`config.mk`:
```
export PLATFORM = sky130hd
export DESIGN_NAME = lift_call_scheduler_flat
export DESIGN_NICKNAME = d
export VERILOG_FILES = /design/src/rtl/lift_call_scheduler_if.sv /design/src/rtl/lift_call_scheduler.sv /design/src/flat_wrapper.sv
export SDC_FILE = /design/constraint.sdc
export NUM_CORES = 1
export LEC_CHECK = 0
export CAP_MARGIN = 20
export CORE_MARGIN = 2
export CORE_UTILIZATION = 35
export CTS_CLUSTER_SIZE = 20
export DETAILED_ROUTE_END_ITERATION = 12
export PLACE_DENSITY_LB_ADDON = 0.1
export SYNTH_ARGS = -nofsm -noshare
export SYNTH_HDL_FRONTEND = slang
export SYNTH_SLANG_ARGS = --single-unit
```
`constraint.sdc`:
```
create_clock -name clk -period 2.5 [get_ports clk]
set_input_delay 0.5 -clock clk [delete_from_list [all_inputs] [get_ports clk]]
set_output_delay 0.5 -clock clk [all_outputs]
set_load 0.01 [all_outputs]
```
`src/rtl/lift_call_scheduler_if.sv`:
```
// Call-scheduler <-> lift-controller bus. The scheduler takes the slave view.
// Build option LIFT_SCHED_DOOR_HOLD_EN adds the door_hold input.
interface lift_call_scheduler_if #(
  parameter int NUM_FLOORS = 4,
  parameter int FLOOR_W    = 2
);
  logic [NUM_FLOORS-1:0] call_btn;
  logic [FLOOR_W-1:0]    cur_floor;
  logic                  arrived;
`ifdef LIFT_SCHED_DOOR_HOLD_EN
  logic                  door_hold;
`endif
  logic [FLOOR_W-1:0]    target;
  logic                  target_valid;
  logic                  dir_up;
  logic                  door_open;
  logic [NUM_FLOORS-1:0] pending;

`ifdef LIFT_SCHED_DOOR_HOLD_EN
  modport master (
    output call_btn, cur_floor, arrived, door_hold,
    input  target, target_valid, dir_up, door_open, pending
  );
  modport slave (
    input  call_btn, cur_floor, arrived, door_hold,
    output target, target_valid, dir_up, door_open, pending
  );
`else
  modport master (
    output call_btn, cur_floor, arrived,
    input  target, target_valid, dir_up, door_open, pending
  );
  modport slave (
    input  call_btn, cur_floor, arrived,
    output target, target_valid, dir_up, door_open, pending
  );
`endif
endinterface

```
`src/rtl/lift_call_scheduler.sv`:
```
// SCAN-policy call scheduler: latches call-button edges, picks the next target floor, runs door dwell.
// Build option LIFT_SCHED_DOOR_HOLD_EN adds a door_hold input that keeps the door open in SERVE.
module lift_call_scheduler #(
  parameter int NUM_FLOORS   = 4,
  parameter int FLOOR_W      = 2,
  parameter int DWELL_CYCLES = 4
) (
  input  logic                 clk,
  input  logic                 reset,
  lift_call_scheduler_if.slave io_bus
);

  localparam int CNT_W = (DWELL_CYCLES > 1) ? $clog2(DWELL_CYCLES) : 1;
  localparam logic [CNT_W-1:0] CNT_LOAD = CNT_W'(DWELL_CYCLES - 1);

  typedef enum logic [1:0] {
    ST_IDLE      = 2'd0,
    ST_MOVE_UP   = 2'd1,
    ST_MOVE_DOWN = 2'd2,
    ST_SERVE     = 2'd3
  } state_t;

  typedef enum logic [2:0] {
    ACT_HOLD  = 3'd0,
    ACT_DWELL = 3'd1,
    ACT_SERVE = 3'd2,
    ACT_UP    = 3'd3,
    ACT_DOWN  = 3'd4,
    ACT_IDLE  = 3'd5
  } act_t;

  state_t                r_state;
  logic [NUM_FLOORS-1:0] r_btn_q;
  logic [NUM_FLOORS-1:0] r_pending;
  logic [FLOOR_W-1:0]    r_target;
  logic                  r_target_valid;
  logic                  r_dir_up;
  logic                  r_door_open;
  logic [CNT_W-1:0]      r_cnt;

  logic                  w_floor_ok;
  logic [NUM_FLOORS-1:0] w_cur_oh;
  logic [NUM_FLOORS-1:0] w_tgt_oh;
  logic [NUM_FLOORS-1:0] w_edge;
  logic [NUM_FLOORS-1:0] w_pend_nxt;
  logic                  w_here;
  logic                  w_arrive_hit;
  logic                  w_up_found;
  logic [FLOOR_W-1:0]    w_up_floor;
  logic                  w_dn_found;
  logic [FLOOR_W-1:0]    w_dn_floor;
  logic                  w_hold;
  act_t                  w_act;

`ifdef LIFT_SCHED_DOOR_HOLD_EN
  assign w_hold = io_bus.door_hold;
`else
  assign w_hold = 1'b0;
`endif

  assign w_floor_ok = int'(io_bus.cur_floor) < NUM_FLOORS;

  always_comb begin
    w_cur_oh = '0;
    w_tgt_oh = '0;
    for (int i = 0; i < NUM_FLOORS; i++) begin
      w_cur_oh[i] = (int'(io_bus.cur_floor) == i);
      w_tgt_oh[i] = (int'(r_target) == i);
    end
  end

  // The floor being served ignores fresh presses until the door cycle ends.
  assign w_edge       = io_bus.call_btn & ~r_btn_q &
                        ((r_state == ST_SERVE) ? ~w_tgt_oh : {NUM_FLOORS{1'b1}});
  assign w_pend_nxt   = r_pending | w_edge;
  assign w_here       = |(r_pending & w_cur_oh);
  assign w_arrive_hit = io_bus.arrived && (io_bus.cur_floor == r_target);

  // Up: lowest pending floor above the car. Down: highest pending floor below it.
  always_comb begin
    w_up_found = 1'b0;
    w_up_floor = '0;
    w_dn_found = 1'b0;
    w_dn_floor = '0;
    for (int i = NUM_FLOORS - 1; i >= 0; i--) begin
      if (r_pending[i] && (i > int'(io_bus.cur_floor))) begin
        w_up_found = 1'b1;
        w_up_floor = FLOOR_W'(i);
      end
    end
    for (int i = 0; i < NUM_FLOORS; i++) begin
      if (r_pending[i] && (i < int'(io_bus.cur_floor))) begin
        w_dn_found = 1'b1;
        w_dn_floor = FLOOR_W'(i);
      end
    end
  end

  always_comb begin
    w_act = ACT_HOLD;
    if (w_floor_ok) begin
      unique case (r_state)
        ST_IDLE: begin
          if (w_here)          w_act = ACT_SERVE;
          else if (w_up_found) w_act = ACT_UP;
          else if (w_dn_found) w_act = ACT_DOWN;
          else                 w_act = ACT_IDLE;
        end
        ST_MOVE_UP: begin
          if (w_arrive_hit)    w_act = ACT_SERVE;
          else if (w_up_found) w_act = ACT_UP;
          else if (w_dn_found) w_act = ACT_DOWN;
          else                 w_act = ACT_IDLE;
        end
        ST_MOVE_DOWN: begin
          if (w_arrive_hit)    w_act = ACT_SERVE;
          else if (w_dn_found) w_act = ACT_DOWN;
          else if (w_up_found) w_act = ACT_UP;
          else                 w_act = ACT_IDLE;
        end
        ST_SERVE: begin
          if (w_hold || (r_cnt != '0)) w_act = ACT_DWELL;
          else if (w_here)             w_act = ACT_SERVE;
          else if (r_dir_up) begin
            if (w_up_found)      w_act = ACT_UP;
            else if (w_dn_found) w_act = ACT_DOWN;
            else                 w_act = ACT_IDLE;
          end else begin
            if (w_dn_found)      w_act = ACT_DOWN;
            else if (w_up_found) w_act = ACT_UP;
            else                 w_act = ACT_IDLE;
          end
        end
        default: w_act = ACT_IDLE;
      endcase
    end
  end

  always_ff @(posedge clk or negedge reset) begin
    if (!reset) begin
      r_state        <= ST_IDLE;
      r_btn_q        <= '0;
      r_pending      <= '0;
      r_target       <= '0;
      r_target_valid <= 1'b0;
      r_dir_up       <= 1'b1;
      r_door_open    <= 1'b0;
      r_cnt          <= '0;
    end else begin
      r_btn_q   <= io_bus.call_btn;
      r_pending <= w_pend_nxt;
      unique case (w_act)
        ACT_HOLD: ;
        ACT_DWELL: begin
          r_cnt <= w_hold ? CNT_LOAD : (r_cnt - CNT_W'(1));
        end
        ACT_SERVE: begin
          // Clearing the served floor overrides a same-cycle press on it.
          r_state        <= ST_SERVE;
          r_pending      <= w_pend_nxt & ~w_cur_oh;
          r_target       <= io_bus.cur_floor;
          r_target_valid <= 1'b0;
          r_door_open    <= 1'b1;
          r_cnt          <= CNT_LOAD;
        end
        ACT_UP: begin
          r_state        <= ST_MOVE_UP;
          r_dir_up       <= 1'b1;
          r_target       <= w_up_floor;
          r_target_valid <= 1'b1;
          r_door_open    <= 1'b0;
        end
        ACT_DOWN: begin
          r_state        <= ST_MOVE_DOWN;
          r_dir_up       <= 1'b0;
          r_target       <= w_dn_floor;
          r_target_valid <= 1'b1;
          r_door_open    <= 1'b0;
        end
        ACT_IDLE: begin
          r_state        <= ST_IDLE;
          r_target_valid <= 1'b0;
          r_door_open    <= 1'b0;
        end
        default: ;
      endcase
    end
  end

  assign io_bus.target       = r_target;
  assign io_bus.target_valid = r_target_valid;
  assign io_bus.dir_up       = r_dir_up;
  assign io_bus.door_open    = r_door_open;
  assign io_bus.pending      = r_pending;

endmodule

```
`src/flat_wrapper.sv`:
```
// flat-port wrapper written by rule: the top's interface ports become plain ports
module lift_call_scheduler_flat 
#(
  parameter int NUM_FLOORS   = 4,
  parameter int FLOOR_W      = 2,
  parameter int DWELL_CYCLES = 4
)
  (clk, reset, io_bus_call_btn, io_bus_cur_floor, io_bus_arrived, io_bus_target, io_bus_target_valid, io_bus_dir_up, io_bus_door_open, io_bus_pending);
  lift_call_scheduler_if #(.NUM_FLOORS(NUM_FLOORS), .FLOOR_W(FLOOR_W)) io_bus_i ();
  input  logic clk;
  input  logic reset;
  input wire logic [$bits(io_bus_i.call_btn)-1:0] io_bus_call_btn;
  input wire logic [$bits(io_bus_i.cur_floor)-1:0] io_bus_cur_floor;
  input wire logic [$bits(io_bus_i.arrived)-1:0] io_bus_arrived;
  output wire logic [$bits(io_bus_i.target)-1:0] io_bus_target;
  output wire logic [$bits(io_bus_i.target_valid)-1:0] io_bus_target_valid;
  output wire logic [$bits(io_bus_i.dir_up)-1:0] io_bus_dir_up;
  output wire logic [$bits(io_bus_i.door_open)-1:0] io_bus_door_open;
  output wire logic [$bits(io_bus_i.pending)-1:0] io_bus_pending;
  assign io_bus_i.call_btn = io_bus_call_btn;
  assign io_bus_i.cur_floor = io_bus_cur_floor;
  assign io_bus_i.arrived = io_bus_arrived;
  assign io_bus_target = io_bus_i.target;
  assign io_bus_target_valid = io_bus_i.target_valid;
  assign io_bus_dir_up = io_bus_i.dir_up;
  assign io_bus_door_open = io_bus_i.door_open;
  assign io_bus_pending = io_bus_i.pending;
  lift_call_scheduler #(.NUM_FLOORS(NUM_FLOORS), .FLOOR_W(FLOOR_W), .DWELL_CYCLES(DWELL_CYCLES)) u_core (.clk(clk), .reset(reset), .io_bus(io_bus_i));
endmodule
```
==> metrics.md, run 1 <==
| Metric | Value |
|---|---|
| Final ANT Viol Nets | `0` |
| GRT Util Overall | `0.163` |
| Total CTS buffers | `3` |
| DR vias/cell | `5.48` |
| Largest net degree at the start of global routing | `18` |
| Crit Path Max Fanout | `7` |
| Final hold vios | `0` |
| Peak VDD IR | `518 uV` |
| CTS resizes | `0` |
| Initial Utilization | `0.366` |
| Core area | `0.00334 mm2` |
| Area contributors post-synth | `dfrtp_1, nand2_1, a31oi_1` |
| Clock-pin slew on the worst setup and hold paths | `0.10 ns` |
| Syn_area_per_cell | `9.84 um2` |
| Setup TNS | `0 ns` |
| Fin crit period | `2.39 ns` |
| CTS Hold Bufs | `0` |
| First-pass GRT wire length | `5200 um` |
| Fin crit share | `0.958` |
| Post-CTS Setup Bufs | `0` |
| Relative slew slack | `0.489` |
| Number of global-route vias before repair | `1066` |
| Dpl hpwl | `2320 um` |
| Post-Synthesis Cells | `124` |
| DIE HEIGHT | `63.0 um` |
| Setup slack at placement | `-0.204 ns` |
| Synth async-reset ratio | `1.00` |
| Commonest non-fill, non-tap cell in the layout | `clkdlybuf4s50_1` |
| Commonest non-fill, non-tap cells in the layout | `clkdlybuf4s50_1, buf_4, dfrtp_1, nand2_1, inv_1` |
| Routability cong. | `0.884` |
| Max Root-Sink Buffers | `2` |
| Hold WC Path Type | `reg2reg` |
| Worst Tran Pin Value | `0.765 ns` |
| Clock Latency Late Sink | `0.29 ns` |
| Comb pwr share | `0.611` |
| Final nets | `166` |
| Sw Ratio | `0.459` |
| CP Class | `in2reg` |
| Max Cap Violations | `0` |
| Cell Area, Synth | `0.00122 mm2` |
| CP endpoint kind | `flip-flop` |
| Antenna violations before repair | `0` |
| Total number of vias | `1101` |
| Clk_skew | `0.00975 ns` |
| Synth Register Bits | `17` |
| Final worst slack | `0.105 ns` |
| Routed WL | `3040 um` |
| GRT overflow | `0` |
| Final setup vio count | `0` |
| Fillers | `339` |
| Internal power | `1.01 mW` |
| Synth Flop Type | `dfrtp_1` |
| YS warnings | `0` |
| Top cell type's share of synthesized area | `0.328` |
| Cell taking the most area after synthesis | `dfrtp_1` |
| Status | `completed` |
| Critical Path RT | `2.73 ns` |
| Max Slew Vio Count | `0` |
| Syn_nets | `134` |
| Switching power total | `858 uW` |
| Timing-limited maximum frequency | `0.418 GHz` |
| # diodes | `0` |
| Die Area | `0.00397 mm2` |
| Critical Path Start Type | `primary input` |
| Cell Rows | `21` |
| Initial drt markers | `64` |
| Clock Power Share | `0.078` |
| Sequential share of power | `0.311` |
| Initial DRT Pass Iterations | `4` |
| TritonCTS Sinks | `17` |
| P per Cell Area | `1200 mW/mm2` |
| Share of layout cells above drive strength 1 | `0.265` |
| P&R area growth vs syn | `27.9%` |
| Die width | `63.0 um` |
| PortBufs | `17` |
| CTS tree | `done` |
| Root Buffer Master | `clkbuf_4` |
| Crit path DAT | `2.62 ns` |
| Register area share after synthesis | `0.350` |
| Ports | `18` |
| Avg WL per Cell | `15.1 um` |
| Static leakage | `0.626 nW` |
| Drt drc | `0` |
| H-tree depth | `1` |
| EDFF count, synth | `0` |
| Worst hold margin | `0.498 ns` |
| Synth unique cells | `53` |
-- per-layer routing --
layer	part of all wire	wire length [um]	vias to the layer above	GRT usage
li1	-	-	531	-
met1	0.50	1510	544	0.233
met2	0.47	1420	22	0.249
met3	0.022	66	4	0.0144
met4	0.015	45	0	0.0722
met5	0	0	-	0
-- cells in the mapped netlist, types with 2 or more instances --
library cell and count:
nand3_1 2, inv_1 9, a31oi_1 6, o21ai_0 2
a21oi_1 6, a32oi_1 4, buf_6 3, mux2i_1 2
dfrtp_1 16, nor2_1 9, and3_1 3, nand2_1 11
buf_4 3, a221oi_1 2, xnor2_1 3, nand4_1 5
o21ai_2 2
-- power by group through the flow --
stage                     combinational (mW)  sequential (mW)  clock (mW)
after global routing                    1.26            0.609       0.162
after detailed placement                1.10            0.583           0
after CTS                               1.10            0.578       0.155
after global placement                  1.09            0.584           0
final                                   1.14            0.582       0.146
after floorplan                        0.819            0.513           0
-- worst max-delay path: stages --
cell and delay, ns:
clkdlybuf4s50_1 0.61, and2b_1 0.26, o21ai_2 0.21, nand4_1 0.26, a32oi_4 0.41, nor2_2 0.06
maj3_2 0.31
-- final timing paths --
check | slack [ns] | cells after the start | start | end
max | 0.11 | 7 | io_bus_cur_floor[1] | u_core.io_bus.dir_up$_DFFE_PN1N_
min | 0.50 | 2 | u_core.io_bus.door_open$_DFFE_PN0P_ | u_core.io_bus.door_open$_DFFE_PN0P_
max reg2reg | 0.41 | 6 | u_core.io_bus.pending[3]$_DFF_PN0_ | u_core.io_bus.target_valid$_DFFE_PN0P_
min reg2reg | 0.50 | 2 | u_core.io_bus.door_open$_DFFE_PN0P_ | u_core.io_bus.door_open$_DFFE_PN0P_
max in group asynchronous | 1.37 | 1 | reset | u_core.r_state[0]$_DFFE_PN0P_
min in group asynchronous | 0.65 | 1 | reset | u_core.r_btn_q[2]$_DFF_PN0_
-- final cells by class --
class / count / area (um2) / share of cell area
clock buffers: 3 / 22.5 / 0.0144
clock inverters: 1 / 5.00 / 0.00321
inverters: 10 / 40.0 / 0.0257
multi-input cells: 91 / 718 / 0.460
flip-flops and latches: 17 / 427 / 0.273
well taps: 46 / 57.6 / 0.0369
repair buffers: 33 / 290 / 0.186
-- sequential cells by signal, indices dropped and copies added (netlist names) --
signal,count
u_core.io_bus.target_valid,1
u_core.r_btn_q,4
u_core.io_bus.dir_up,1
u_core.io_bus.pending,4
u_core.io_bus.target,2
u_core.r_state,2
u_core.io_bus.door_open,1
u_core.r_cnt,2
-- logic make-up (layout without fill, tap and decap cells) --
kind of cell / count (synthesis) / in the layout / share of synthesized area
compound gates: 43 / 43 / 0.321
simple gates: 39 / 39 / 0.165
flops: 17 / 17 / 0.350
buf+inv: 16 / 47 / 0.0790
mux: 4 / 4 / 0.0441
xor+xnor: 3 / 3 / 0.0215
fa+ha+maj: 2 / 2 / 0.0195
-- per-stage QoR --
stage | utilization | instances | instance area, um2 | power (mW)
3_5_place_dp | 0.453 | 197 | 1510 | 1.68
3_3_place_gp | 0.453 | 197 | 1510 | 1.67
4_1_cts | 0.461 | 201 | 1540 | 1.84
5_1_grt | 0.468 | 201 | 1560 | 2.03
6_report | 0.468 | 201 | 1560 | 1.87
2_1_floorplan | - | 124 | 1220 | 1.33
Note: power is estimated with default switching activity, not from simulation.
==> inputs of run 2 (changes only) <==
Settings changed: SKIP_LAST_GASP set to 1.
==> results of run 2 <==
The final DEF is identical to that of run 1; final timing and power are the same.
